<file path="src/rtl/tta_cpu.sv">
// tta_cpu: parametrised transport-triggered CPU. Every instruction is a single
// move "source -> destination". The fetch side is a combinational-read program
// memory. The data side is a valid/ready handshaked memory addressed by p.
//
// Optional build macro: TTA_CPU_SHIFT_OPS_EN adds shift sources 17/18/19
// (a << b, a >> b logical, a >>> b arithmetic). When it is undefined, those
// codes read as zero.
//
// Parameters:
//   WIDTH        data register / ALU width (multiple of 8, >= 16)
//   PC_WIDTH     program counter and pm_address width
//   RESET_VECTOR pc value loaded at reset
//
// Ports:
//   clock        system clock, all state on the rising edge
//   reset        synchronous, active-high
//   pm_address   instruction fetch address (always equals pc)
//   pm_data_in   instruction word, valid in the same cycle
//   dm_req       data-memory request (combinational)
//   dm_we        1 = store, 0 = load; meaningful while dm_req = 1
//   dm_address   data-memory address (equals p)
//   dm_wdata     store data; zero when no store is requested
//   dm_rdata     load data, sampled when dm_req & dm_ready
//   dm_ready     completes the transaction on an edge with dm_req & dm_ready
//   halted       core stopped; only reset restarts it
module tta_cpu #(
    parameter int unsigned         WIDTH        = 16,
    parameter int unsigned         PC_WIDTH     = 16,
    parameter logic [PC_WIDTH-1:0] RESET_VECTOR = '0
) (
    input  logic                clock,
    input  logic                reset,
    output logic [PC_WIDTH-1:0] pm_address,
    input  logic [15:0]         pm_data_in,
    output logic                dm_req,
    output logic                dm_we,
    output logic [WIDTH-1:0]    dm_address,
    output logic [WIDTH-1:0]    dm_wdata,
    input  logic [WIDTH-1:0]    dm_rdata,
    input  logic                dm_ready,
    output logic                halted
);

    localparam int unsigned PRE_W = WIDTH - 8;

    // Core states
    localparam logic [0:0] ST_RUN  = 1'b0;
    localparam logic [0:0] ST_HALT = 1'b1;

    // Format-1 source codes
    localparam logic [7:0] SRC_ZERO = 8'd0;
    localparam logic [7:0] SRC_A    = 8'd1;
    localparam logic [7:0] SRC_B    = 8'd2;
    localparam logic [7:0] SRC_P    = 8'd3;
    localparam logic [7:0] SRC_PC   = 8'd4;
    localparam logic [7:0] SRC_ADD  = 8'd5;
    localparam logic [7:0] SRC_SUB  = 8'd6;
    localparam logic [7:0] SRC_AND  = 8'd7;
    localparam logic [7:0] SRC_OR   = 8'd8;
    localparam logic [7:0] SRC_XOR  = 8'd9;
    localparam logic [7:0] SRC_LT   = 8'd10;
    localparam logic [7:0] SRC_LE   = 8'd11;
    localparam logic [7:0] SRC_EQ   = 8'd12;
    localparam logic [7:0] SRC_GE   = 8'd13;
    localparam logic [7:0] SRC_GT   = 8'd14;
    localparam logic [7:0] SRC_MEM  = 8'd15;
    localparam logic [7:0] SRC_LR   = 8'd16;
`ifdef TTA_CPU_SHIFT_OPS_EN
    localparam logic [7:0] SRC_SHL  = 8'd17;
    localparam logic [7:0] SRC_SHR  = 8'd18;
    localparam logic [7:0] SRC_SAR  = 8'd19;
    localparam int unsigned SH_W    = $clog2(WIDTH);
`endif

    // Destination codes
    localparam logic [6:0] DST_PFX  = 7'd0;
    localparam logic [6:0] DST_A    = 7'd1;
    localparam logic [6:0] DST_B    = 7'd2;
    localparam logic [6:0] DST_P    = 7'd3;
    localparam logic [6:0] DST_JMP  = 7'd4;
    localparam logic [6:0] DST_JZ   = 7'd5;
    localparam logic [6:0] DST_JNZ  = 7'd6;
    localparam logic [6:0] DST_MEM  = 7'd7;
    localparam logic [6:0] DST_CALL = 7'd8;
    localparam logic [6:0] DST_HALT = 7'd9;

    // Architectural state
    logic [0:0]          state, state_nx;
    logic [PC_WIDTH-1:0] pc, pc_nx;
    logic [WIDTH-1:0]    a, a_nx;
    logic [WIDTH-1:0]    b, b_nx;
    logic [WIDTH-1:0]    p, p_nx;
    logic [WIDTH-1:0]    lr, lr_nx;
    logic [PRE_W-1:0]    prefix, prefix_nx;

    // Instruction fields
    logic       fmt;
    logic [6:0] dest;
    logic [7:0] src8;

    assign fmt  = pm_data_in[15];
    assign dest = pm_data_in[14:8];
    assign src8 = pm_data_in[7:0];

    // Immediate operand. Its low PRE_W bits are also the shifted prefix.
    logic [WIDTH-1:0] imm;
    assign imm = {prefix, src8};

    logic [PC_WIDTH-1:0] pc_inc;
    assign pc_inc = pc + PC_WIDTH'(1);

    // Source value mux
    logic [WIDTH-1:0] src_val;
    always_comb begin
        src_val = '0;
        if (!fmt) begin
            src_val = imm;
        end else begin
            unique case (src8)
                SRC_ZERO: src_val = '0;
                SRC_A:    src_val = a;
                SRC_B:    src_val = b;
                SRC_P:    src_val = p;
                SRC_PC:   src_val = WIDTH'(pc);
                SRC_ADD:  src_val = a + b;
                SRC_SUB:  src_val = a - b;
                SRC_AND:  src_val = a & b;
                SRC_OR:   src_val = a | b;
                SRC_XOR:  src_val = a ^ b;
                SRC_LT:   src_val = WIDTH'(a <  b);
                SRC_LE:   src_val = WIDTH'(a <= b);
                SRC_EQ:   src_val = WIDTH'(a == b);
                SRC_GE:   src_val = WIDTH'(a >= b);
                SRC_GT:   src_val = WIDTH'(a >  b);
                SRC_MEM:  src_val = dm_rdata;
                SRC_LR:   src_val = lr;
`ifdef TTA_CPU_SHIFT_OPS_EN
                SRC_SHL:  src_val = a << b[SH_W-1:0];
                SRC_SHR:  src_val = a >> b[SH_W-1:0];
                SRC_SAR:  src_val = $unsigned($signed(a) >>> b[SH_W-1:0]);
`endif
                default:  src_val = '0;
            endcase
        end
    end

    // A load that would store straight back to memory is a no-op with no request
    logic mem_nop;
    logic is_load;
    logic is_store;
    logic run;
    logic stall;
    logic advance;

    assign mem_nop  = fmt && (src8 == SRC_MEM) && (dest == DST_MEM);
    assign is_load  = fmt && (src8 == SRC_MEM) && !mem_nop;
    assign is_store = (dest == DST_MEM) && !mem_nop;
    assign run      = (state == ST_RUN);

    assign dm_req     = run && !reset && (is_load || is_store);
    assign dm_we      = dm_req && is_store;
    assign dm_address = p;
    assign dm_wdata   = dm_we ? src_val : '0;

    // Waiting on the data memory freezes every piece of state
    assign stall   = dm_req && !dm_ready;
    assign advance = run && !stall;

    assign pm_address = pc;
    assign halted     = (state == ST_HALT);

    logic [PC_WIDTH-1:0] target;
    assign target = PC_WIDTH'(src_val);

    // Next-state and execute logic
    always_comb begin
        state_nx  = state;
        pc_nx     = pc;
        a_nx      = a;
        b_nx      = b;
        p_nx      = p;
        lr_nx     = lr;
        prefix_nx = prefix;

        if (advance) begin
            pc_nx     = pc_inc;
            prefix_nx = '0;
            if (!fmt && (dest == DST_PFX)) begin
                prefix_nx = imm[PRE_W-1:0];
            end
            unique case (dest)
                DST_A:    a_nx = src_val;
                DST_B:    b_nx = src_val;
                DST_P:    p_nx = src_val;
                DST_JMP:  pc_nx = target;
                DST_JZ:   if (a == '0) pc_nx = target;
                DST_JNZ:  if (a != '0) pc_nx = target;
                DST_CALL: begin
                    lr_nx = WIDTH'(pc_inc);
                    pc_nx = target;
                end
                DST_HALT: begin
                    state_nx = ST_HALT;
                    pc_nx    = pc;
                end
                default:  ;
            endcase
        end
    end

    // State registers
    always_ff @(posedge clock) begin
        if (reset) begin
            state  <= ST_RUN;
            pc     <= RESET_VECTOR;
            a      <= '0;
            b      <= '0;
            p      <= '0;
            lr     <= '0;
            prefix <= '0;
        end else begin
            state  <= state_nx;
            pc     <= pc_nx;
            a      <= a_nx;
            b      <= b_nx;
            p      <= p_nx;
            lr     <= lr_nx;
            prefix <= prefix_nx;
        end
    end

endmodule

</file>
<file path="config.mk">
export PLATFORM = sky130hd
export DESIGN_NAME = tta_cpu
export DESIGN_NICKNAME = d
export VERILOG_FILES = /design/src/rtl/tta_cpu.sv
export SDC_FILE = /design/constraint.sdc
export NUM_CORES = 1
export LEC_CHECK = 0
export CAP_MARGIN = 0
export CORE_UTILIZATION = 60
export DETAILED_ROUTE_END_ITERATION = 12
export DONT_BUFFER_PORTS = 1
export PLACE_DENSITY = 0.86
export SLEW_MARGIN = 20
export SYNTH_ARGS = -nofsm -noshare
export SYNTH_HDL_FRONTEND = slang
export SYNTH_SLANG_ARGS = --single-unit
</file>
<file path="constraint.sdc">
create_clock -name clock -period 5.05 [get_ports clock]
set_clock_uncertainty 0.05 [all_clocks]
set_input_delay 0.2525 -clock clock [delete_from_list [all_inputs] [get_ports clock]]
set_output_delay 0.2525 -clock clock [all_outputs]
set_load 0.01 [all_outputs]
</file>
==> results of run 1 <==
layout make-up:
| type | count | area share [%] |
|---|---|---|
| multi-input cells | 783 | 66.7 |
| repair buffers | 9 | 1.14 |
| clock inverters | 4 | 0.620 |
| inverters | 51 | 2.56 |
| clock buffers | 9 | 2.94 |
| flip-flops and latches | 89 | 23.2 |
| well taps | 168 | 2.74 |
cells in the mapped netlist (4+ instances only):
master	count	area, µm²
a211oi_1	19	143
a21o_1	6	45.0
a21oi_1	98	490
a221o_1	4	40.0
a221oi_1	15	131
a222oi_1	6	60.1
a22o_1	5	43.8
a22oi_1	31	233
a31oi_1	12	75.1
and2_1	11	68.8
and3_1	17	106
buf_1	4	15.0
buf_2	6	30.0
buf_6	7	78.8
clkbuf_1	41	154
clkbuf_8	11	151
dfxtp_1	89	1780
ha_1	58	726
inv_1	50	188
mux2i_1	13	130
nand2_1	103	387
nand2b_1	11	68.8
nand3_1	28	140
nand3b_1	5	37.5
nand4_1	7	43.8
nand4b_1	5	43.8
nor2_1	97	364
nor2b_1	10	62.6
nor3_1	25	125
nor4_1	12	75.1
o2111ai_1	4	35.0
o211ai_1	6	45.0
o21ai_0	48	240
o21bai_1	6	45.0
o221ai_1	4	35.0
o22ai_1	8	50.1
o32ai_1	6	52.6
or2_2	6	37.5
or3_1	7	43.8
xnor2_1	15	131
xor2_1	6	52.6
power by group through the flow:
stage	clock (mW)	sequential (mW)	combinational [mW]
3_5_place_dp	0	0.736	0.104
6_report	0.648	0.721	0.120
2_1_floorplan	0	0.731	0.105
4_1_cts	0.645	0.721	0.115
3_3_place_gp	0	0.736	0.103
5_1_grt	0.672	0.721	0.127
cell usage in the layout, fill, tap and decap left out, types with 15 or more instances in the layout:
master / count
nand3_1: 28
ha_1: 58
nor2_1: 97
a21oi_1: 98
a211oi_1: 19
inv_1: 50
xnor2_1: 15
nand2_1: 103
nor3_1: 22
dfxtp_1: 89
o21ai_0: 48
and3_1: 17
a22oi_1: 31
a221oi_1: 15
worst paths after layout:
| kind | startpoint | to | slack, ns | depth (start not counted) |
|---|---|---|---|---|
| worst max register to register | a[4]$_SDFFE_PP0P_ | pm_address[11]$_SDFFE_PP0P_ | 1.36 | 11 |
| worst min-delay path | pm_data_in[6] | prefix[6]$_SDFFE_PP0P_ | 0.02 | 2 |
| worst max-delay path | a[6]$_SDFFE_PP0P_ | dm_wdata[13] | 0.98 | 10 |
| worst min register to register | b[15]$_SDFFE_PP0P_ | b[15]$_SDFFE_PP0P_ | 0.43 | 2 |
state kept, by name, summed over array words and instances (netlist names):
name        cells
a              16
b              16
dm_address     16
lr             16
pm_address     16
prefix          8
halted          1
per-stage QoR:
step                cell area [µm²]  power [mW]
floorplan                      7520       0.836
global placement               7360       0.839
detailed placement             7360       0.840
CTS                            7660        1.48
global route                   7660        1.52
finish                         7660        1.49
logic make-up after synthesis:
logic type	Yosys count	share of synthesized area [%]
AND/OR/NAND/NOR	363	23.5
AO/OA/AOI/OAI	325	29.8
buffers and inverters	121	8.42
flip-flops	89	23.7
adder cells (fa/ha/maj)	60	10.2
XOR/XNOR	21	2.45
multiplexers	14	1.88
layer usage:
layer  wire (µm)  vias up
met1       10500     3737
met5           0        -
met3        4100      107
li1            -     3527
met2       11900      705
met4         983        0
repair_timing:
action                    CTS  global route
gates resized for setup     0             0
hold endpoints to repair   65             0
hold buffers                1             0
critical path, stage by stage, from the launching register on:
cell and delay [ns]:
dfxtp_1 0.46, inv_1 0.08, ha_1 0.50, inv_6 0.07, a2111oi_4 0.38, a211oi_2 0.16
o41ai_4 0.36, or4b_1 0.47, o311a_1 0.16, a211oi_2 0.50, and2_2 0.27
==> metrics, run 1 <==
share of layout cells above drive strength 1=6.03%; DRT iter0 DRCs=1478; GR Util met1=58.4%; Yosys Warn Count=0; internal power=~1.1 mW; GPL Wtd Cong=1.00; Core ar.=between 10000 and 15000 µm²; number of I/O port buffers=0; Synth async-reset ratio=0%; worst setup margin=just under 1 ns; Mapped Area=roughly 7500 µm²; sequential-to-total area share from yosys stat=23.7%; Gate power share=8.1%; Post-Route Utilization=63.3%; Post-Place Worst Slack=1.37 ns; H-tree levels=3; routed len/inst=24.7 µm; met2 Track Usage GR=63.2%; Top FF cell, synth=dfxtp_1; Sum Neg Setup Slack=0 ns; post-CTS setup buffers=0; Worst Hold Class=primary input to flop; global routing's busiest layer=met2; Max Clock Freq=0.245 GHz; gr usage total=42.0%; Max VDD drop=0.210 mV; drt total wl=approximately 28 mm; Post-synth EDFFs=0; Final Hold Violating Endpoints=0; M3 GR Usage=9.83%; Max-Cap Viols=0; Post-route DRC=0; Ports=86; Antenna Nets Post-Route=0; DP Wirelength=just over 20 mm; total CTS buffers=9; number of fillers in the final layout=1109; Die Ht=114 µm; Worst Path Required=4.75 ns; Hold Slack=~0.017 ns; switching pwr=0.367 mW; dpl cells=1099; Critical Path Sink Type=output port; Lkg Pwr=2.69 nW; Final period util=80.7%; setup violators final=0; Congestion Overflow GR=0; clk_lat worst skew=between 0.3 and 0.4 ns; outcome=finished clean; Synth Net Count=1088; Root Driver=clkbuf_16; Final nets=1038; unique cell type count in the Yosys netlist=around 90; initial antenna violation count=0; Slew headroom=between 20 and 25%; clock power share=a little over two fifths; Final Non-Filler Cells=1113; Pre-antenna DRT Iters=9; Initial Util=62.1%; Chip Width=114 µm; unrepaired setup endpoints after global routing=false; Sequential Power Share=around 48%; Slew Limit Fails=0; Startpoint Class=flop; CTS tree=done; largest net degree at the start of global routing=66; vias in the first global route=between 7000 and 8000; clk sink count=89; row count=40; Worst Path Max Fanout=8; critical path type=flop to output port; area of the multi-input gates=5120 µm²; vias=8076; Post-Synthesis Cells=993; storage element area=1780 µm²; ant diodes=0; register bit count reported by yosys=89; Switching Share=24.6%; Synth-to-Final Area Change=1.98%; Die ar.=between 10000 and 15000 µm²; Pwr Density=194 nW/µm²; maximum clock insertion buffer count=2; vias per cell=around 7.3; Tightest Pin Transition=1.17 ns; Syn Area/Cell=7.57 µm²; Reg clk slew, reported paths=0.06 ns; fin crit period=a little over 4 ns; CP arrival=3.77 ns; first-pass GRT wire length=41.3 mm
Note: power is estimated with default switching activity, not from simulation.
==> run 2, diff against run 1 <==
- ABC_AREA: default -> 1
- CORE_UTILIZATION: 60 -> 59
- PLACE_DENSITY: 0.86 -> 0.88
- clock period: 5.05 -> 3.7 ns (I/O delays scaled with it)
==> run 2 against run 1 <==
Effect of this change:
- core utilization grew 0.61 points
- largest cell class unchanged
- register-to-register slack lost 0.54 ns
- sequential power grew 38%
- critical endpoint is now dm_wdata[10]
- non-clock buffer count grew 6
- clock-buffer cell count grew 2
- worst setup slack lost 0.60 ns
==> metrics, run 2 <==
Post-synth EDFFs=0 (unchanged); top cells by area, synth=dfxtp_1 (23%), nand2_1 (13%), ha_1 (9.4%); Synth-to-Final Area Change=4.84%; Congestion Overflow GR=0 (unchanged); Max Clock Freq=about 0.3 GHz; Max-Cap Viols=0 (unchanged); Post-route DRC=0 (unchanged); reg2reg setup slack=0.82 ns (-0.54 ns); gr usage total=39.6% (-2.4 points); Lkg Pwr=3.66 nW (+36%); Antenna Nets Post-Route=0 (unchanged); register bit count reported by yosys=89 (unchanged); number of I/O port buffers=0 (unchanged); Max VDD drop=0.299 mV (+43%); Root Driver=clkbuf_16; critical path type=flop to output port; Pre-antenna DRT Iters=6 (-3); unrepaired setup endpoints after global routing=false; unique cell type count in the Yosys netlist=50 (-46%); Mapped Area=7720 µm² (+2.7%); Synth Net Count=1318 (+21%); Post-Route Utilization=63.9% (+0.61 points); Post-Place Worst Slack=0.434 ns (-0.938 ns); global routing's busiest layer=met2; Syn Area/Cell=6.31 µm² (-17%); Critical Path Sink Type=output port; row count=41 (+2.5%); Synth async-reset ratio=0% (unchanged); area of the multi-input gates=5080 µm² (-0.73%); drt total wl=26.3 mm (-4.3%); Worst Path Required=3.46 ns (-1.29 ns); initial antenna violation count=0 (unchanged); storage element area=1780 µm² (unchanged); Chip Width=116 µm (+2.2%); worst setup margin=0.375 ns (-0.602 ns); M3 GR Usage=9.55% (-0.28 points); Setup crit end=dm_wdata[10]; total CTS buffers=9 (unchanged); routed len/inst=19.1 µm (-23%); Final period util=89.9%; Final Hold Violating Endpoints=0 (unchanged); post-CTS setup buffers=0 (unchanged); Post-synth top cells=nand2_1 (264), inv_1 (142), nor2_1 (122); Yosys Warn Count=0 (unchanged); outcome=finished clean; vias=8587 (+6.3%); ant diodes=0 (unchanged); CP startpoint=b[0]$_SDFFE_PP0P_; Yosys top cell by area=dfxtp_1; met2 Track Usage GR=58.8% (-4.3 points); most common cell in the synthesized netlist=nand2_1; worst reg2reg startpoint=halted$_SDFFE_PP0P_; GPL Wtd Cong=1.06 (+5.9%); worst r2r path cells=7 (-4); Worst Path Max Fanout=5 (-3); vias in the first global route=7624 (+7.4%); Pwr Density=259 nW/µm² (+33%); Startpoint Class=flop; Reg clk slew, reported paths=0.07 ns (about the same); Final nets=1295 (+25%); CTS tree=done; setup violators final=0 (unchanged); first-pass GRT wire length=40.5 mm (-1.9%); reg-to-reg endpoint=pm_address[11]$_SDFFE_PP0P_; DRT iter0 DRCs=1200 (-19%); Tightest Pin Transition=1.01 ns (-0.160 ns); Die ar.=13600 µm² (+4.4%); Worst Hold Class=primary input to flop; Core ar.=12700 µm² (+4.6%); Ports=86 (unchanged); Slew Limit Fails=0 (unchanged); share of layout cells above drive strength 1=8.22% (+2.2 points); Die Ht=116 µm (+2.2%); sequential-to-total area share from yosys stat=23.1% (-0.63 points); clk_lat worst skew=0.35 ns (about the same); maximum clock insertion buffer count=2 (unchanged); DP Wirelength=19.9 mm (-1.7%); vias per cell=6.24 (-14%); largest net degree at the start of global routing=36 (-45%); number of fillers in the final layout=1155 (+4.1%); Sum Neg Setup Slack=0 ns (unchanged); Slew headroom=32.6% (+11 points); Top FF cell, synth=dfxtp_1; H-tree levels=3 (unchanged); GR Util met1=54.4% (-4.0 points); Post-Synthesis Cells=1223 (+23%); CP arrival=3.09 ns (-0.68 ns); Initial Util=60.9% (-1.1 points); commonest non-fill, non-tap cells in the layout=nand2_1 (264), inv_1 (142), nor2_1 (122), a21oi_1 (120), nand3_1 (97); most common cell after layout, fill and taps aside=nand2_1; fin crit period=3.32 ns; area share of the largest cell type after synthesis=23.1% (-0.63 points); clk sink count=89 (unchanged)
## run 2: cell types whose count changed after synthesis, sizes merged, moves of 31 or more
cell / before / now
nor2: 97 / 128
nand3: 28 / 98
inv: 51 / 160
a22oi: 31 / 0
o21ai: 52 / 86
nand2: 104 / 281
## run 2: where the power goes
group / internal [mW] / switching, mW
combinational: 0.0700 / 0.166
clock: 0.461 / 0.400
sequential: 0.971 / 0.0277
total: 1.50 / 0.594
## run 2: logic make-up after synthesis
family / after synthesis / share of synthesized area [%]
and+or+nand+nor: 575 / 33.7
AOI/OAI and AO/OA: 276 / 20.5
buffers and inverters: 211 / 11.5
DFF: 89 / 23.1
adders and majority gates: 60 / 9.92
xor gates and xnor gates: 12 / 1.36
## run 2: metrics by stage
| step | power, mW | std cells | cell area (µm²) | hold WS [ns] |
|---|---|---|---|---|
| 2_1_floorplan | 1.18 | 1223 | 7720 | 0.279 |
| 3_3_place_gp | 1.23 | 1354 | 7740 | 0.207 |
| 3_5_place_dp | 1.23 | 1354 | 7740 | 0.209 |
| 4_1_cts | 2.07 | 1377 | 8100 | 0.00755 |
| 5_1_grt | 2.15 | 1377 | 8100 | 0.0280 |
| 6_report | 2.10 | 1377 | 8100 | 0.0197 |
## run 2: layout make-up
| type | instances | share of cell area, % |
|---|---|---|
| clock buffers | 11 | 2.87 |
| clock inverters | 5 | 0.495 |
| inverters | 162 | 7.51 |
| multi-input cells | 923 | 62.7 |
| flip-flops and latches | 89 | 22.0 |
| well taps | 172 | 2.66 |
| repair buffers | 15 | 1.73 |
## run 2: repair_timing
action,CTS,global route
hold buffers,7,0
endpoints found under the hold margin,32,0
gates resized for setup,0,0
## run 2: worst min-delay path by stage
stage	cells after the start	startpoint	slack, ns	endpoint
after floorplan	2	pm_data_in[0]	0.28	prefix[0]$_SDFFE_PP0P_
after global placement	1	reset	0.21	prefix[5]$_SDFFE_PP0P_
after detailed placement	1	reset	0.21	prefix[6]$_SDFFE_PP0P_
after CTS	2	pm_data_in[1]	0.008	prefix[1]$_SDFFE_PP0P_
after global routing	2	pm_data_in[0]	0.03	prefix[0]$_SDFFE_PP0P_
final	2	pm_data_in[1]	0.02	prefix[1]$_SDFFE_PP0P_
## run 2: critical path, stage by stage (launching register included)
cell and delay [ns]:
dfxtp_1 0.43, ha_1 0.24, inv_1 0.07, fa_1 0.39
inv_1 0.07, nand2_1 0.06, nand2_1 0.06, nand2_1 0.05
nand2_1 0.14, nand2_1 0.06, nand2_1 0.14, inv_1 0.11
o211ai_1 0.16, nand3_1 0.17, nand3_1 0.18, nand2_2 0.10
a21oi_1 0.30
## run 2: routing by layer
layer / part of all wire [%] / wire length, µm / vias to the layer above
li1: - / - / 4003
met1: 40 / 10400 / 3839
met2: 43 / 11200 / 662
met3: 14 / 3710 / 83
met4: 3.7 / 976 / 0
met5: 0 / 0 / -
==> run 3, diff against run 2 <==
- CORE_UTILIZATION: 59 -> 60
- PLACE_DENSITY: 0.88 -> 0.86
- clock period: 3.7 -> 3.6 ns (I/O delays scaled with it)
==> run 3 against run 2 <==
Effect of this change:
- first-iteration DRC count grew 7.2%
- wire length shrank 0.27%
- register-to-register slack lost 0.14 ns
==> metrics, run 3 (synthesis results as in run 2) <==
Chip Width=115 µm (-0.82%); Worst Path Required=3.37 ns (-0.09 ns); vias per cell=6.21 (-0.37%); DP Wirelength=20.1 mm (+0.72%); Final nets=1296 (+0.077%); Sum Neg Setup Slack=0 ns (unchanged); hold path endpoint=prefix[1]$_SDFFE_PP0P_; Worst Path Max Fanout=5 (unchanged); reg-to-reg endpoint=pm_address[7]$_SDFFE_PP0P_; setup violators final=0 (unchanged); Slew headroom=32.7% (+0.073 points); Pre-antenna DRT Iters=7 (+1); Synth-to-Final Area Change=5.20%; Critical Path Sink Type=output port; Die Ht=115 µm (-0.82%); vias=8555 (-0.37%); Worst Hold Class=primary input to flop; clk sink count=89 (unchanged); vias in the first global route=7564 (-0.79%); fin crit period=3.29 ns; CP arrival=3.06 ns (-0.03 ns); commonest non-fill, non-tap cells in the layout=nand2_1 (264), inv_1 (142), nor2_1 (122), a21oi_1 (120), nand3_1 (97); Post-route DRC=0 (unchanged); worst r2r path cells=7 (unchanged); clk_lat worst skew=0.35 ns (about the same); Max Clock Freq=0.304 GHz; ant diodes=0 (unchanged); Slew Limit Fails=0 (unchanged); routed len/inst=19.1 µm (-0.27%); Ports=86 (unchanged); gr usage total=40.0% (+0.36 points); Root Driver=clkbuf_16; Antenna Nets Post-Route=0 (unchanged); maximum clock insertion buffer count=2 (unchanged); GPL Wtd Cong=1.02 (-4.3%); Post-Route Utilization=64.6% (+0.74 points); hold path cells=2 (unchanged); reg2reg setup slack=0.68 ns (-0.14 ns); Congestion Overflow GR=0 (unchanged); initial antenna violation count=0 (unchanged); most common cell after layout, fill and taps aside=nand2_1; outcome=finished clean; Initial Util=61.4% (+0.50 points); worst reg2reg startpoint=halted$_SDFFE_PP0P_; H-tree levels=3 (unchanged); Final Hold Violating Endpoints=0 (unchanged); CTS tree=done; DRT iter0 DRCs=1287 (+7.2%); share of layout cells above drive strength 1=8.38% (+0.17 points); Max-Cap Viols=0 (unchanged); unrepaired setup endpoints after global routing=false; CP startpoint=a[0]$_SDFFE_PP0P_; largest net degree at the start of global routing=41 (+14%); first-pass GRT wire length=40.1 mm (-0.87%); Final period util=91.4%; number of fillers in the final layout=1134 (-1.8%); PnR Total Power=2.21 mW (+5.3%); Reg clk slew, reported paths=0.07 ns (about the same); Tightest Pin Transition=1.01 ns (-0.00109 ns); total CTS buffers=9 (unchanged); row count=41 (unchanged); Die ar.=13300 µm² (-1.6%); number of I/O port buffers=0 (unchanged); drt total wl=26.3 mm (-0.27%); Pwr Density=272 nW/µm² (+5.0%); Lkg Pwr=3.68 nW (+0.71%); hold path start=pm_data_in[1]; Max VDD drop=0.349 mV (+17%); Startpoint Class=flop; critical path type=flop to output port; Core ar.=12600 µm² (-0.81%)
-- run 3: where the power goes --
part | total [mW] | switching, mW | internal (mW)
clock network | 0.942 | 0.387 | 0.556
registers | 1.02 | 0.0259 | 0.998
logic | 0.240 | 0.168 | 0.0718
total | 2.21 | 0.581 | 1.63
-- run 3: cell type report --
cell class | instances | area [µm²] | share of cell area [%]
Timing Repair Buffer | 16 | 145 | 1.79
Clock buffer | 11 | 243 | 2.99
Sequential cell | 89 | 1780 | 21.9
Inverter | 162 | 608 | 7.48
Clock inverter | 4 | 52.6 | 0.647
Multi-Input combinational cell | 923 | 5080 | 62.5
Tap cell | 172 | 215 | 2.65
-- run 3: worst max-delay path by stage --
stage                                       to  slack, ns
CTS                                dm_wdata[0]       0.38
floorplan                   lr[5]$_SDFFE_PP0P_       1.16
global route                       dm_wdata[6]        0.1
global placement    pm_address[9]$_SDFFE_PP0P_       0.44
finish                             dm_wdata[6]       0.31
detailed placement  pm_address[9]$_SDFFE_PP0P_       0.29
-- run 3: layer usage --
layer / vias up / routed length, µm / track usage [%]
met4: 0 / 1210 / 17.6
met2: 606 / 11000 / 59.3
met3: 94 / 3570 / 9.73
met1: 3842 / 10500 / 54.9
li1: 4013 / - / -
met5: - / 0 / 0
-- run 3: through the flow --
stage | worst slack (ns) | hold slack [ns] | std cells | cell area (µm²)
after floorplan | 1.16 | 0.274 | 1223 | 7720
after global placement | 0.436 | 0.203 | 1356 | 7760
after CTS | 0.384 | 0.0140 | 1377 | 8120
final | 0.308 | 0.0196 | 1377 | 8120
after detailed placement | 0.294 | 0.204 | 1356 | 7760
after global routing | 0.0977 | 0.0278 | 1377 | 8120
-- run 3: worst max-delay path, stage by stage (launching register included) --
cell and delay [ns]:
dfxtp_1 0.41, inv_1 0.09, ha_1 0.23, fa_1 0.43, inv_1 0.07, nand2_1 0.05
nand2_1 0.13, inv_1 0.05, o21bai_1 0.31, or2_2 0.18, nand3_1 0.09, nand4_1 0.24
nand2_1 0.18, nor2_1 0.25
-- run 3: what timing repair did --
| action | CTS | global route |
|---|---|---|
| setup buffers | 0 | 0 |
| hold endpoints to repair | 32 | 0 |
| hold buffers | 6 | 0 |
| setup endpoints to repair | 0 | 0 |
| gates resized for setup | 0 | 0 |
